`config.mk`:
```
export PLATFORM = sky130hd
export DESIGN_NAME = uart_cmd_rx
export DESIGN_NICKNAME = d
export VERILOG_FILES = /design/src/rtl/uart_cmd_rx.sv
export SDC_FILE = /design/constraint.sdc
export NUM_CORES = 1
export LEC_CHECK = 0
export BUFFER_PORTS_ARGS = -buffer_cell sky130_fd_sc_hd__buf_2
export CAP_MARGIN = 20
export CORE_ASPECT_RATIO = 1.4
export CORE_MARGIN = 1
export CORE_UTILIZATION = 33
export CTS_CLUSTER_SIZE = 16
export DETAILED_ROUTE_END_ITERATION = 6
export GPL_TIMING_DRIVEN = 0
export PLACE_DENSITY_LB_ADDON = 0.3
export SETUP_SLACK_MARGIN = 0.4
export SYNTH_ARGS = -nofsm -noshare
export SYNTH_HDL_FRONTEND = slang
export SYNTH_SLANG_ARGS = --single-unit
```
`constraint.sdc`:
```
create_clock -name Clock -period 2.7 [get_ports Clock]
set_clock_uncertainty 0.2 [all_clocks]
set_input_delay 0.405 -clock Clock [delete_from_list [all_inputs] [get_ports Clock]]
set_output_delay 0.405 -clock Clock [all_outputs]
set_load 0.05 [all_outputs]
```
`src/rtl/uart_cmd_rx.sv`:
```
// uart_cmd_rx: 8N1 UART receiver that turns the host serial line into LED
// command bytes. It presents a good byte on Cmd with a one-cycle NewCmd strobe
// and reports a bad stop bit on FrameError. A byte with a bad stop bit is
// never presented on Cmd.
//
// Handshake: NewCmd and FrameError are valid-only strobes with no ready.
// Each is high for exactly one Clock cycle, and the two are never high
// together or in back-to-back cycles. Cmd is valid in the NewCmd cycle and
// holds its value until the next good byte, so the consumer may also read
// Cmd later.
module uart_cmd_rx #(
  parameter int CLKS_PER_BIT = 868
) (
  input  logic       Clock,
  input  logic       Reset,
  input  logic       Rx,
  output logic [7:0] Cmd,
  output logic       NewCmd,
  output logic       FrameError,
  output logic       Busy,
  output logic [2:0] StateDbg
);

  localparam int CNT_W = $clog2(CLKS_PER_BIT);
  localparam logic [CNT_W-1:0] HALF_LAST = CNT_W'(CLKS_PER_BIT / 2 - 1);
  localparam logic [CNT_W-1:0] FULL_LAST = CNT_W'(CLKS_PER_BIT - 1);

  typedef enum logic [2:0] {
    S_IDLE      = 3'd0,
    S_START     = 3'd1,
    S_DATA      = 3'd2,
    S_STOP      = 3'd3,
    S_WAIT_IDLE = 3'd4
  } state_t;

  state_t           state, state_nxt;
  logic             rx_meta, rx_s;
  logic [CNT_W-1:0] timer;
  logic [2:0]       bit_idx;
  logic [7:0]       shift_reg;
  logic             half_hit, full_hit;

  assign half_hit = (timer == HALF_LAST);
  assign full_hit = (timer == FULL_LAST);

  // Two-flop synchroniser. Both flops preset to the idle line level so that
  // reset release cannot look like a start edge.
  always_ff @(posedge Clock or negedge Reset) begin
    if (!Reset) begin
      rx_meta <= 1'b1;
      rx_s    <= 1'b1;
    end else begin
      rx_meta <= Rx;
      rx_s    <= rx_meta;
    end
  end

  // State register.
  always_ff @(posedge Clock or negedge Reset) begin
    if (!Reset) state <= S_IDLE;
    else        state <= state_nxt;
  end

  // Next-state logic. Every sample point is a terminal count of the bit timer.
  always_comb begin
    state_nxt = state;
    case (state)
      S_IDLE:      if (!rx_s) state_nxt = S_START;
      S_START:     if (half_hit) state_nxt = rx_s ? S_IDLE : S_DATA;
      S_DATA:      if (full_hit && (bit_idx == 3'd7)) state_nxt = S_STOP;
      // IDLE is re-entered at mid-stop so the next start edge is not missed.
      S_STOP:      if (full_hit) state_nxt = rx_s ? S_IDLE : S_WAIT_IDLE;
      // A held-low line (break) must go high before a new start is accepted.
      S_WAIT_IDLE: if (rx_s) state_nxt = S_IDLE;
      default:     state_nxt = S_IDLE;
    endcase
  end

  // Output logic. These outputs depend only on the state register.
  always_comb begin
    Busy     = (state != S_IDLE);
    StateDbg = state;
  end

  // Datapath: bit timer, bit index, shift register, command register and strobes.
  always_ff @(posedge Clock or negedge Reset) begin
    if (!Reset) begin
      timer      <= '0;
      bit_idx    <= 3'd0;
      shift_reg  <= 8'h00;
      Cmd        <= 8'h00;
      NewCmd     <= 1'b0;
      FrameError <= 1'b0;
    end else begin
      NewCmd     <= 1'b0;
      FrameError <= 1'b0;
      case (state)
        S_START: begin
          if (half_hit) begin
            timer   <= '0;
            bit_idx <= 3'd0;
          end else begin
            timer <= timer + 1'b1;
          end
        end
        S_DATA: begin
          if (full_hit) begin
            timer              <= '0;
            shift_reg[bit_idx] <= rx_s;
            bit_idx            <= bit_idx + 3'd1;
          end else begin
            timer <= timer + 1'b1;
          end
        end
        S_STOP: begin
          if (full_hit) begin
            timer <= '0;
            if (rx_s) begin
              Cmd    <= shift_reg;
              NewCmd <= 1'b1;
            end else begin
              FrameError <= 1'b1;
            end
          end else begin
            timer <= timer + 1'b1;
          end
        end
        default: timer <= '0;
      endcase
    end
  end

endmodule

```
==> Yosys cells after proc, flatten, opt, wreduce, memory -nomap -nowiden <==
Index checks and enable logic that the tools add are counted.
Widths: inputs -> output; s select.
{ "word_totals": {"ff_bits": 36, "output_inout_bits": 14, "in_bits": 3, "word_cells": 59} }
{ "classes": {"order_cmp": 2, "mux": 23, "add_sub_neg": 2, "n_eq_ne": 13, "n_reduce_logical": 10} }
{ "op_table": {"columns": ["operator", "n"], "rows": [
  ["$mux 3", 8],
  ["$mux 10", 2],
  ["$pmux 10 s2", 1],
  ["$pmux 3 s5", 1],
  ["$ne 2x2->1 const B", 6],
  ["$add 10x1->10 const B", 1],
  ["$eq 10x10->1 const B", 1],
  ["$eq 10x9->1 const B", 1],
  ["$bwmux 8", 1],
  ["$mux 1", 7],
  ["$eq 3x2->1 const B", 2],
  ["$eq 3x3->1 const B", 2],
  ["$pmux 3 s2", 1],
  ["$reduce_and 3->1", 2],
  ["$reduce_and 5->1", 1],
  ["$lt 3x4->1 const B", 1],
  ["$add 3x1->3 const B", 1],
  ["$demux 1 s3", 1],
  ["$eq 3x1->1 const B", 1],
  ["$ge 3x1->1 const B", 1],
  ["$logic_not 3->1", 1],
  ["$reduce_bool 3->1", 1],
  ["$logic_and 1x1->1", 2],
  ["$mux 2", 1],
  ["other kinds (3)", 3]
]} }

==> Depth between registers and ports, before layout <==
Gate-level depths: netlist of the first run.
{ "logic_depth": {"word_depth": 5, "mapped_depth": 6, "depth_no_buf": 6} }

==> Worst setup path after synthesis of the first run <==
No wires, ideal clock.
{ "synth_timing": {"path_type": "reg2reg", "start": "reg state[0], in the netlist StateDbg[0]", "end": "reg Cmd[0]", "stages_incl_launch_ff": 5, "setup_slack_ns": 0.527, "arrival_time_ns": 1.849, "setup_time_ns": 0.125, "period_less_slack_ns": 2.173, "cell_sequence": "dfrtp_1 -> clkbuf_1 -> nand2_1 -> nor4b_4 -> mux2_2"} }
{ "synth_between": {"elab_chain_cells": 2} }
{ "synth_lines": {"columns": ["item", "line_no", "text"], "rows": [
  ["start: declaration", "36", "state_t state, state_nxt;"],
  ["start signal: assignment", "61", "else state <= state_nxt;"],
  ["$eq 3x2->1", "97", "case (state)"],
  ["$reduce_and 3->1 (no line)", null, null],
  ["end signal: assignment", "119", "Cmd <= shift_reg;"],
  ["end: declaration", "17", "output logic [7:0] Cmd,"]
]} }
Every way passes these cells.
A chain may end at the register's enable or synchronous reset.

==> Worst setup path after layout of the first run <==
{ "layout_timing": {"start": "reg state[1], in the netlist StateDbg[1]", "end": "out Busy"} }
{ "layout_between": {"elab_chain_cells": 1} }
{ "layout_lines": {"columns": ["item", "line_no", "text"], "rows": [
  ["$reduce_bool 3->1", "81", "Busy = (state != S_IDLE);"],
  ["end: declaration", "20", "output logic Busy,"]
]} }
Every way passes these cells.

==> out/qor.yml, run 1 <==
vias: 1180
fp.dieArea_sq_mm: 0.00547
yosysUniqueCellTypes: 37
synthTopCellsByArea: "dfrtp_1 50%, mux2_2 12%, nor2_1 4.6%, dfstp_2 3.1%, ha_1 2.9%"
grt_pass1_vias: 1190
dp.cells: 230
crit_required_ps: 2100
cap_viol_max_count: 0
drc: 0
synth-main-ff-cell: "dfrtp_1"
outcome: "finished with violations"
irDropWorstVdd_v: 0.000319
rows: 30
relSlewSlack: 0.488
ys_seq_area_frac: 0.529
leakage_nw: 0.950
crit_type: "reg -> out"
routabilityCongestion: 0.805
start_kind: "register"
cts_buffers: 5
cp_data_arrival_time_ps: 1600
syn_inst: 150
clk_latency_ps: 290
tns_ps: 0
post_drt_wl_per_cell_um: 13.5
area_growth_pct: 19.3
p_clk_frac: 0.457
fin_crit_ps: 2200
intPower_mw: 0.818
ios: 17
post_dp_cell_area_sq_mm: 0.00187
core_sq_mm: 0.00492
fmax_mhz: 454
cp_cell_sequence: "clkbuf_1, inv_1, nand2_1, buf_2"
die_width_um: 62.8
nets: 182
hpwl_mm: 2.23
ff2ff_path_depth: 6
async_flop_share: 1.00
ctsHtreeMaxLevel: 2
synth_area_sq_mm: 0.00171
p_seq_frac: 0.529
synth_seq_cells: 36
swShare: 0.204
clk_pin_slew_worst_paths_ps: 80
io_buffers: 16
setup_viol: 0
grt_max_degree: 37
p_per_area_mw_per_mm2: 504
via_per_inst: 4.92
drt_pass1_iterations: 4
syn_avg_cell_area_sq_um: 11.4
largest_reg_flops: 10
critical-path-max-stage-delay_ps: 400
synth_area_leader_cell: "dfrtp_1"
fin_cells: 240
diodes: 0
cts.sinks: 36
synth_common_cells: "34 x dfrtp_1, 21 x nor2_1, 18 x mux2_2"
r2r-start: "timer[0]"
yosysMostFrequentCell: "dfrtp_1"
crit_start: "StateDbg[1]"
antenna_found_initial: 0
drt-initial-drc-count: 50
wirelength_mm: 3.23
endpoint_kind: "primary output"
design_area_sq_mm: 0.00204
ant_nets: 0
min_path_type: "in -> async"
grt_pass1_wl_mm: 5.63
synth_edf_count: 0
combPwrFrac: 0.015
netlist.area_leader.share: 0.498
cts_root_buf: "clkbuf_8"
rsz0062_at_grt: "true"
slew_viol_final: 0
syn_nets: 157
p_switching_mw: 0.209
hold_viol: 22
r2r_end: "Cmd[3]"
yosysWarnings: 0
grt_use_total: 0.133
fin_crit_sh: 0.816
failed_checks: "negative hold slack"
die_height_um: 87.2
start_util: 0.348
r2r_slack_ps: 570
drive_gt1_frac: 0.313
critPathMaxFanout: 10
tightest_slew_ps: 768
cpMaxStageDelayCell: "dfrtp_1"
cts_buffer_depth: 2
timing.hold.ws_ps: -17.5
grt-ovfl-total: 0
cts_tree: "yes"
## cells by family after synthesis
group / synth area share
buf+inv: 0.0264
simple gates: 0.213
flops: 0.529
compound gates: 0.0432
xor+xnor: 0.0410
mux: 0.119
fa+ha+maj: 0.0293
## per-layer routing
layer / GRT usage / wire [um]
met5: 0 / 0
met4: 0.0613 / 53
met3: 0.0288 / 93
met2: 0.228 / 1690
met1: 0.160 / 1400
## worst max-delay path: cells and delay by family, from the launching register on
family / cells / cell delay [ps]
flops: 1 / 400
buf+inv: 3 / 820
simple gates: 1 / 90
## metrics by stage
step                      worst slack, ps  power [mW]   util  hold slack (ps)
final                                 496        1.03  0.415            -17.5
after global routing                  397        1.07  0.415             65.3
after CTS                             384        1.04  0.406             1.13
after detailed placement              206       0.569  0.380              147
after global placement                294       0.568  0.380              146
after floorplan                       527       0.556      -            -90.6
## final cells by class
| class | instances | area (sq um) |
|---|---|---|
| Buffer | 5 | 27.5 |
| Clock buffer | 5 | 68.8 |
| Clock inverter | 3 | 42.5 |
| Fill cell | 482 | 2880 |
| Inverter | 5 | 18.8 |
| Multi-Input combinational cell | 104 | 800 |
| Sequential cell | 36 | 903 |
| Tap cell | 64 | 80.1 |
| Timing Repair Buffer | 18 | 97.6 |
## power groups by stage
stage | Combinational [mW] | Sequential [mW] | Clock, mW
2_1_floorplan | 0.00258 | 0.553 | 0
3_5_place_dp | 0.0158 | 0.553 | 0
5_1_grt | 0.0185 | 0.543 | 0.504
3_3_place_gp | 0.0151 | 0.553 | 0
4_1_cts | 0.0157 | 0.543 | 0.484
6_report | 0.0153 | 0.543 | 0.469
## cells in the final DEF (no fill, tap or decap), types with 2 or more instances in the layout
master / Yosys / layout
nand2_1: 10 / 10
xor2_1: 5 / 5
inv_1: 5 / 5
clkbuf_1: 4 / 3
buf_2: 0 / 16
and3_1: 3 / 3
nor3_1: 4 / 4
ha_1: 4 / 4
xnor2_1: 3 / 3
dfrtp_1: 34 / 34
nand3_1: 6 / 6
a21oi_1: 2 / 2
nand4_1: 4 / 4
nor2_1: 21 / 21
nand2b_1: 3 / 3
clkbuf_8: 0 / 5
dfstp_2: 2 / 2
mux2_2: 18 / 18
## worst max path at each step
stage | to | slack [ps]
finish | Busy | 500
detailed placement | timer[2] | 210
floorplan | Cmd[0] | 530
global placement | timer[9] | 290
global route | Busy | 400
CTS | timer[2] | 380
## timing repair
item	4_1_cts	5_1_grt
endpoints found under the hold margin	0	1
setup buffers	1	0
pin swaps	1	0
hold buffers	0	1
endpoints found under the setup margin	18	21
gates resized for setup	1	7
(Power assumes the default switching activity.)
==> run 2, diff against run 1 <==
--- a/config.mk
+++ b/config.mk
@@ -5,6 +5,7 @@
 export SDC_FILE = /design/constraint.sdc
 export NUM_CORES = 1
 export LEC_CHECK = 0
+export ABC_AREA = 1
 export BUFFER_PORTS_ARGS = -buffer_cell sky130_fd_sc_hd__buf_2
 export CAP_MARGIN = 20
 export CORE_ASPECT_RATIO = 1.4
==> constraint.sdc (replaced) <==
create_clock -name Clock -period 1.8 [get_ports Clock]
set_clock_uncertainty 0.2 [all_clocks]
set_input_delay 0.27 -clock Clock [delete_from_list [all_inputs] [get_ports Clock]]
set_output_delay 0.27 -clock Clock [all_outputs]
set_load 0.05 [all_outputs]
==> out/qor.yml, run 2 <==
ys_seq_area_frac: 0.497  # was 0.529
largest_reg_flops: 10  # unchanged
post_dp_cell_area_sq_mm: 0.00205  # was 0.00187 sq mm
met2_usage: 0.272  # was 0.228
setup_viol: 0  # unchanged
mostFrequentLayoutCells: "55 x nand2_1, 28 x dfrtp_1, 18 x nand2_2, 18 x nor2_1, 17 x buf_4"  # was 34 x dfrtp_1, 21 x nor2_1, 18 x mux2_2
timing.hold.ws_ps: -136  # was -17.5 ps
drt-initial-drc-count: 60  # was 50
endpoint_kind: "primary output"  # unchanged
hold_viol: 34  # was 22
use_met1: 0.150  # was 0.160
busiest_layer: "met2"  # unchanged
post_drt_wl_per_cell_um: 12.4  # was 13.5 um
async_flop_share: 1.00  # unchanged
p_clk_frac: 0.456  # was 0.457
cts_tree: "yes"  # unchanged
yosysMostFrequentCell: "nand2_1"  # was dfrtp_1
antenna_found_initial: 0  # unchanged
crit_type: "reg -> out"  # unchanged
die_height_um: 89.8  # was 87.2 um
clk_pin_slew_worst_paths_ps: 80  # about the same
cts_root_buf: "clkbuf_8"  # unchanged
syn_avg_cell_area_sq_um: 8.23  # was 11.4 sq um
swShare: 0.206  # was 0.204
critical-path-max-stage-delay_ps: 480  # was 400 ps
cap_viol_max_count: 0  # unchanged
synth_area_sq_mm: 0.00182  # was 0.00171 sq mm
nets: 276  # was 182
routabilityCongestion: 0.818  # was 0.805
synth_edf_count: 0  # unchanged
final_common_cell: "nand2_1"  # was dfrtp_1
synth-main-ff-cell: "dfrtp_1"  # unchanged
synth_seq_cells: 36  # unchanged
area_growth_pct: 40.7  # was 19.3%
min_path_type: "in -> async"  # unchanged
start_util: 0.347  # was 0.348
grt_pass1_wl_mm: 6.69  # was 5.63 mm
synth_area_leader_cell: "dfrtp_1"  # unchanged
hpwl_mm: 2.59  # was 2.23 mm
tns_ps: 0  # unchanged
drive_gt1_frac: 0.426  # was 0.313
critPathMaxFanout: 6  # was 10
drt_pass1_iterations: 4  # unchanged
met3_usage: 0.0355  # was 0.0288
crit_required_ps: 1330  # was 2100 ps
yosysWarnings: 0  # unchanged
cts_buffers: 5  # unchanged
rows: 31  # was 30
grt-ovfl-total: 0  # unchanged
failed_checks: "negative hold slack"  # unchanged
synth_common_cells: "78 x nand2_1, 34 x dfrtp_1, 21 x nor2_1"  # was 34 x dfrtp_1, 21 x nor2_1, 18 x mux2_2
cp_data_arrival_time_ps: 1120  # was 1600 ps
syn_inst: 221  # was 150
intPower_mw: 1.23  # was 0.818 mW
start_kind: "register"  # unchanged
ctsHtreeMaxLevel: 2  # unchanged
ctsHoldBuffers: 1  # was 0
clk_latency_ps: 290  # about the same
outcome: "finished with violations"  # unchanged
yosysUniqueCellTypes: 25  # was 37
diodes: 0  # unchanged
fp.dieArea_sq_mm: 0.00581  # was 0.00547 sq mm
cp_top_family: "flip-flops"  # was buffers and inverters
grt_max_degree: 37  # unchanged
p_seq_frac: 0.525  # was 0.529
leakage_nw: 1.28  # was 0.950 nW
drc: 0  # unchanged
core_sq_mm: 0.00524  # was 0.00492 sq mm
slew_viol_final: 0  # unchanged
via_per_inst: 4.84  # was 4.92
syn_nets: 228  # was 157
cpMaxStageDelayCell: "dfrtp_2"  # was dfrtp_1
fin_crit_sh: 0.884
vias: 1627  # was 1180
fin_crit_ps: 1590
wirelength_mm: 4.17  # was 3.23 mm
relSlewSlack: 0.469  # was 0.488
synthTopCellsByArea: "dfrtp_1 47%, nand2_1 16%, nor2_1 4.3%, nand4_1 4.1%, nand3_1 3.6%"  # was dfrtp_1 50%, mux2_2 12%, nor2_1 4.6%, dfstp_2 3.1%, ha_1 2.9%
ios: 17  # unchanged
cts_buffer_depth: 2  # unchanged
tightest_slew_ps: 796  # was 768 ps
cp_cell_sequence: "nor2_4, nand2_2, buf_6"  # was clkbuf_1, inv_1, nand2_1, buf_2
design_area_sq_mm: 0.00256  # was 0.00204 sq mm
p_per_area_mw_per_mm2: 606  # was 504 mW/mm^2
irDropWorstVdd_v: 0.000355  # was 0.000319 V
netlist.area_leader.share: 0.468  # was 0.498
p_switching_mw: 0.319  # was 0.209 mW
grt_pass1_vias: 1551  # was 1190
cts.sinks: 36  # unchanged
combPwrFrac: 0.019  # was 0.015
rsz0062_at_grt: "true"  # unchanged
grt_use_total: 0.150  # was 0.133
cp.buffers_inverters: 1  # was 3
io_buffers: 16  # unchanged
ant_nets: 0  # unchanged
die_width_um: 64.7  # was 62.8 um
fmax_mhz: 628
run 2: power by group through the flow:
stage / clock (mW) / sequential (mW) / combinational, mW
3_5_place_dp: 0 / 0.829 / 0.0282
2_1_floorplan: 0 / 0.829 / 0.00696
6_report: 0.705 / 0.813 / 0.0301
4_1_cts: 0.725 / 0.813 / 0.0308
3_3_place_gp: 0 / 0.828 / 0.0278
5_1_grt: 0.764 / 0.813 / 0.0353
run 2: worst reg2reg max path, stage by stage, from the launching register on:
cell and delay (ps):
dfrtp_2 450, ha_1 200, nand2_1 70, nor2_1 40, nand3_1 110, nand2_4 90, nand2_4 100, clkinvlp_4 140
nor2_1 100
run 2: worst paths after layout:
kind / slack, ps / endpoint / depth (start not counted) / startpoint
setup / recovery: 210 / Busy / 3 / StateDbg[1]
hold / removal: -140 / timer[9] / 1 / Reset
setup reg to reg: 230 / timer[6] / 8 / timer[0]
hold reg to reg: 160 / rx_s / 0 / rx_meta
max in group asynchronous: 980 / timer[6] / 1 / Reset
min in group Clock: 160 / rx_s / 0 / rx_meta
run 2: cells by family (layout without fill, tap and decap cells):
family,count (synthesis),count (layout),share of synthesized area
and+or+nand+nor,145,146,0.370
DFF,36,36,0.497
buffers and inverters,24,72,0.0578
xor gates and xnor gates,7,7,0.0337
AOI/OAI and AO/OA,5,5,0.0138
adders and majority gates,4,4,0.0275
run 2: metal layers:
layer | up-vias | share of wire
met2 | 36 | 0.54
met3 | 17 | 0.026
met4 | 0 | 0.042
li1 | 806 | -
met1 | 768 | 0.39
met5 | - | 0
run 2: area by class of cell:
cell class | count | area [sq um]
clock buffers | 6 | 72.6
well taps | 66 | 82.6
flip-flops and latches | 36 | 911
inverters | 22 | 97.6
fillers | 495 | 2680
multi-input cells | 162 | 1020
repair inverters | 2 | 13.8
plain buffers | 2 | 22.5
clock inverters | 2 | 35.0
repair buffers | 38 | 302
run 2: per-stage QoR:
step / hold slack (ps) / cells / total power, mW / util / worst slack [ps]
2_1_floorplan: -226 / 221 / 0.836 / - / 308
3_3_place_gp: 146 / 303 / 0.856 / 0.391 / 170
3_5_place_dp: 152 / 303 / 0.857 / 0.391 / 144
4_1_cts: -95.5 / 325 / 1.57 / 0.452 / 215
5_1_grt: -68.5 / 336 / 1.61 / 0.488 / 131
6_report: -136 / 336 / 1.55 / 0.488 / 208
run 2: repair_timing:
action                                  CTS  global route
buffers inserted                         10            10
endpoints found under the setup margin   37            42
gates cloned                              3             1
hold endpoints to repair                 35            34
resized for setup                        32            33
pin swaps                                10            11
==> run 3, diff against run 2 <==
--- a/config.mk
+++ b/config.mk
@@ -13,7 +13,6 @@
 export CORE_UTILIZATION = 33
 export CTS_CLUSTER_SIZE = 16
 export DETAILED_ROUTE_END_ITERATION = 6
-export GPL_TIMING_DRIVEN = 0
 export PLACE_DENSITY_LB_ADDON = 0.3
 export SETUP_SLACK_MARGIN = 0.4
 export SYNTH_ARGS = -nofsm -noshare
==> out/qor.yml, run 3 (synthesis results as in run 2) <==
min_to: "rx_s"
drc: 0  # unchanged
crit_required_ps: 1330  # about the same
leakage_nw: 1.22  # was 1.28 nW
core_sq_mm: 0.00524  # unchanged
grt_pass1_wl_mm: 6.81  # was 6.69 mm
r2r_slack_ps: 260  # was 230 ps
critPathMaxFanout: 5  # was 6
cp_data_arrival_time_ps: 1080  # was 1120 ps
outcome: "complete, no violations"  # was finished with violations
fmax_mhz: 644  # was 628 MHz
fin_crit_sh: 0.863  # was 0.884
irDropWorstVdd_v: 0.000315  # was 0.000355 V
drt-initial-drc-count: 78  # was 60
fin_crit_ps: 1550  # was 1590 ps
start_kind: "register"  # unchanged
cts.sinks: 36  # unchanged
grt_pass1_vias: 1549  # was 1551
grt-ovfl-total: 0  # unchanged
min_from: "rx_meta"
hold_viol: 0  # was 34
ios: 17  # unchanged
final_common_cell: "nand2_1"  # unchanged
routabilityCongestion: 0.861  # was 0.818
nets: 275  # was 276
crit_type: "reg -> out"  # unchanged
cts_buffer_depth: 2  # unchanged
relSlewSlack: 0.701  # was 0.469
mostFrequentLayoutCells: "70 x nand2_1, 28 x dfrtp_1, 18 x buf_4"  # was 55 x nand2_1, 28 x dfrtp_1, 18 x nand2_2, 18 x nor2_1, 17 x buf_4
cts_root_buf: "clkbuf_8"  # unchanged
grt_use_total: 0.152  # was 0.150
hpwl_mm: 2.68  # was 2.59 mm
critical-path-max-stage-delay_ps: 460  # was 480 ps
tns_ps: 0  # unchanged
post_drt_wl_per_cell_um: 12.0  # was 12.4 um
via_per_inst: 4.72  # was 4.84
grt_max_degree: 37  # unchanged
tightest_slew_ps: 448  # was 796 ps
setup_viol: 0  # unchanged
drt_pass1_iterations: 4  # unchanged
r2r_end: "StateDbg[1]"  # was timer[6]
cts_tree: "yes"  # unchanged
holdPathStages: 0
die_width_um: 64.7  # unchanged
min_path_type: "reg -> reg"  # was in -> async
clk_latency_ps: 290  # about the same
cp_cell_sequence: "nor2_4, nand2_2, buf_6"  # unchanged
start_util: 0.347  # unchanged
io_buffers: 16  # unchanged
r2r-start: "timer[0]"  # unchanged
fp.dieArea_sq_mm: 0.00581  # unchanged
ant_nets: 0  # unchanged
timing.hold.ws_ps: 145  # was -136 ps
diodes: 0  # unchanged
rows: 31  # unchanged
rsz0062_at_grt: "true"  # unchanged
endpoint_kind: "primary output"  # unchanged
p_per_area_mw_per_mm2: 624  # was 606 mW/mm^2
largest_reg_flops: 10  # unchanged
antenna_found_initial: 0  # unchanged
cpMaxStageDelayCell: "dfrtp_2"  # unchanged
area_growth_pct: 36.1  # was 40.7%
ctsHtreeMaxLevel: 2  # unchanged
clk_pin_slew_worst_paths_ps: 70  # was 80 ps
wirelength_mm: 4.03  # was 4.17 mm
drive_gt1_frac: 0.372  # was 0.426
die_height_um: 89.8  # unchanged
cap_viol_max_count: 0  # unchanged
ff2ff_path_depth: 8  # unchanged
slew_viol_final: 0  # unchanged
cts_buffers: 5  # unchanged
vias: 1580  # was 1627
run 3: changes by cell type in the layout (fill, tap and decap cells not counted), sizes merged:
cell         delta
clkinvlp        +1
inv             -2
clkinv          +2
buf             -3
dlygate4sd3     +1
run 3: how the worst max path moves through the flow:
stage	from	endpoint	depth (start not counted)	slack (ps)
6_report	StateDbg[0]	Busy	3	250
5_1_grt	bit_idx[1]	StateDbg[0]	8	170
4_1_cts	StateDbg[0]	Cmd[6]	7	250
3_5_place_dp	timer[0]	timer[5]	8	170
3_3_place_gp	timer[0]	timer[7]	8	170
2_1_floorplan	StateDbg[2]	shift_reg[1]	7	310
run 3: timing repair:
action | in CTS | in global routing
hold endpoints to repair | 35 | 0
resized for setup | 24 | 18
setup buffers | 11 | 6
endpoints found under the setup margin | 37 | 42
pin swaps | 9 | 6
hold buffers | 2 | 0
gates cloned | 2 | 2
run 3: layer usage:
layer	part of all wire	wire, um	global-route usage	up-vias
li1	-	-	-	810
met2	0.56	2260	0.266	22
met3	0.023	93	0.0381	9
met1	0.39	1560	0.159	739
met4	0.028	113	0.0907	0
met5	0	0	0	-
run 3: cell type report:
cell class / count / area [sq um]
clock inverters: 2 / 35.0
clock buffers: 6 / 72.6
flip-flops and latches: 36 / 911
repair buffers: 38 / 295
repair inverters: 3 / 20.0
inverters: 22 / 95.1
multi-input cells: 162 / 962
well taps: 66 / 82.6
fillers: 505 / 2760
run 3: report_power, final:
group | internal (mW) | total, mW | switching, mW
combinational | 0.00810 | 0.0309 | 0.0228
sequential | 0.813 | 0.815 | 0.00225
clock | 0.411 | 0.697 | 0.286
run 3: metrics by stage:
step / std cells / setup WS [ps] / cell area, sq um / util / power, mW
finish: 335 / 247 / 2470 / 0.472 / 1.54
global route: 335 / 170 / 2470 / 0.472 / 1.61
CTS: 327 / 249 / 2350 / 0.450 / 1.57
detailed placement: 304 / 175 / 2050 / 0.392 / 0.859
global placement: 304 / 173 / 2050 / 0.392 / 0.858
floorplan: 221 / 308 / 1880 / - / 0.836
run 3: worst max-delay path: cells and delay by family (launching register included):
family,cells,cell delay (ps)
buf+inv,1,150
flops,1,460
simple gates,2,190
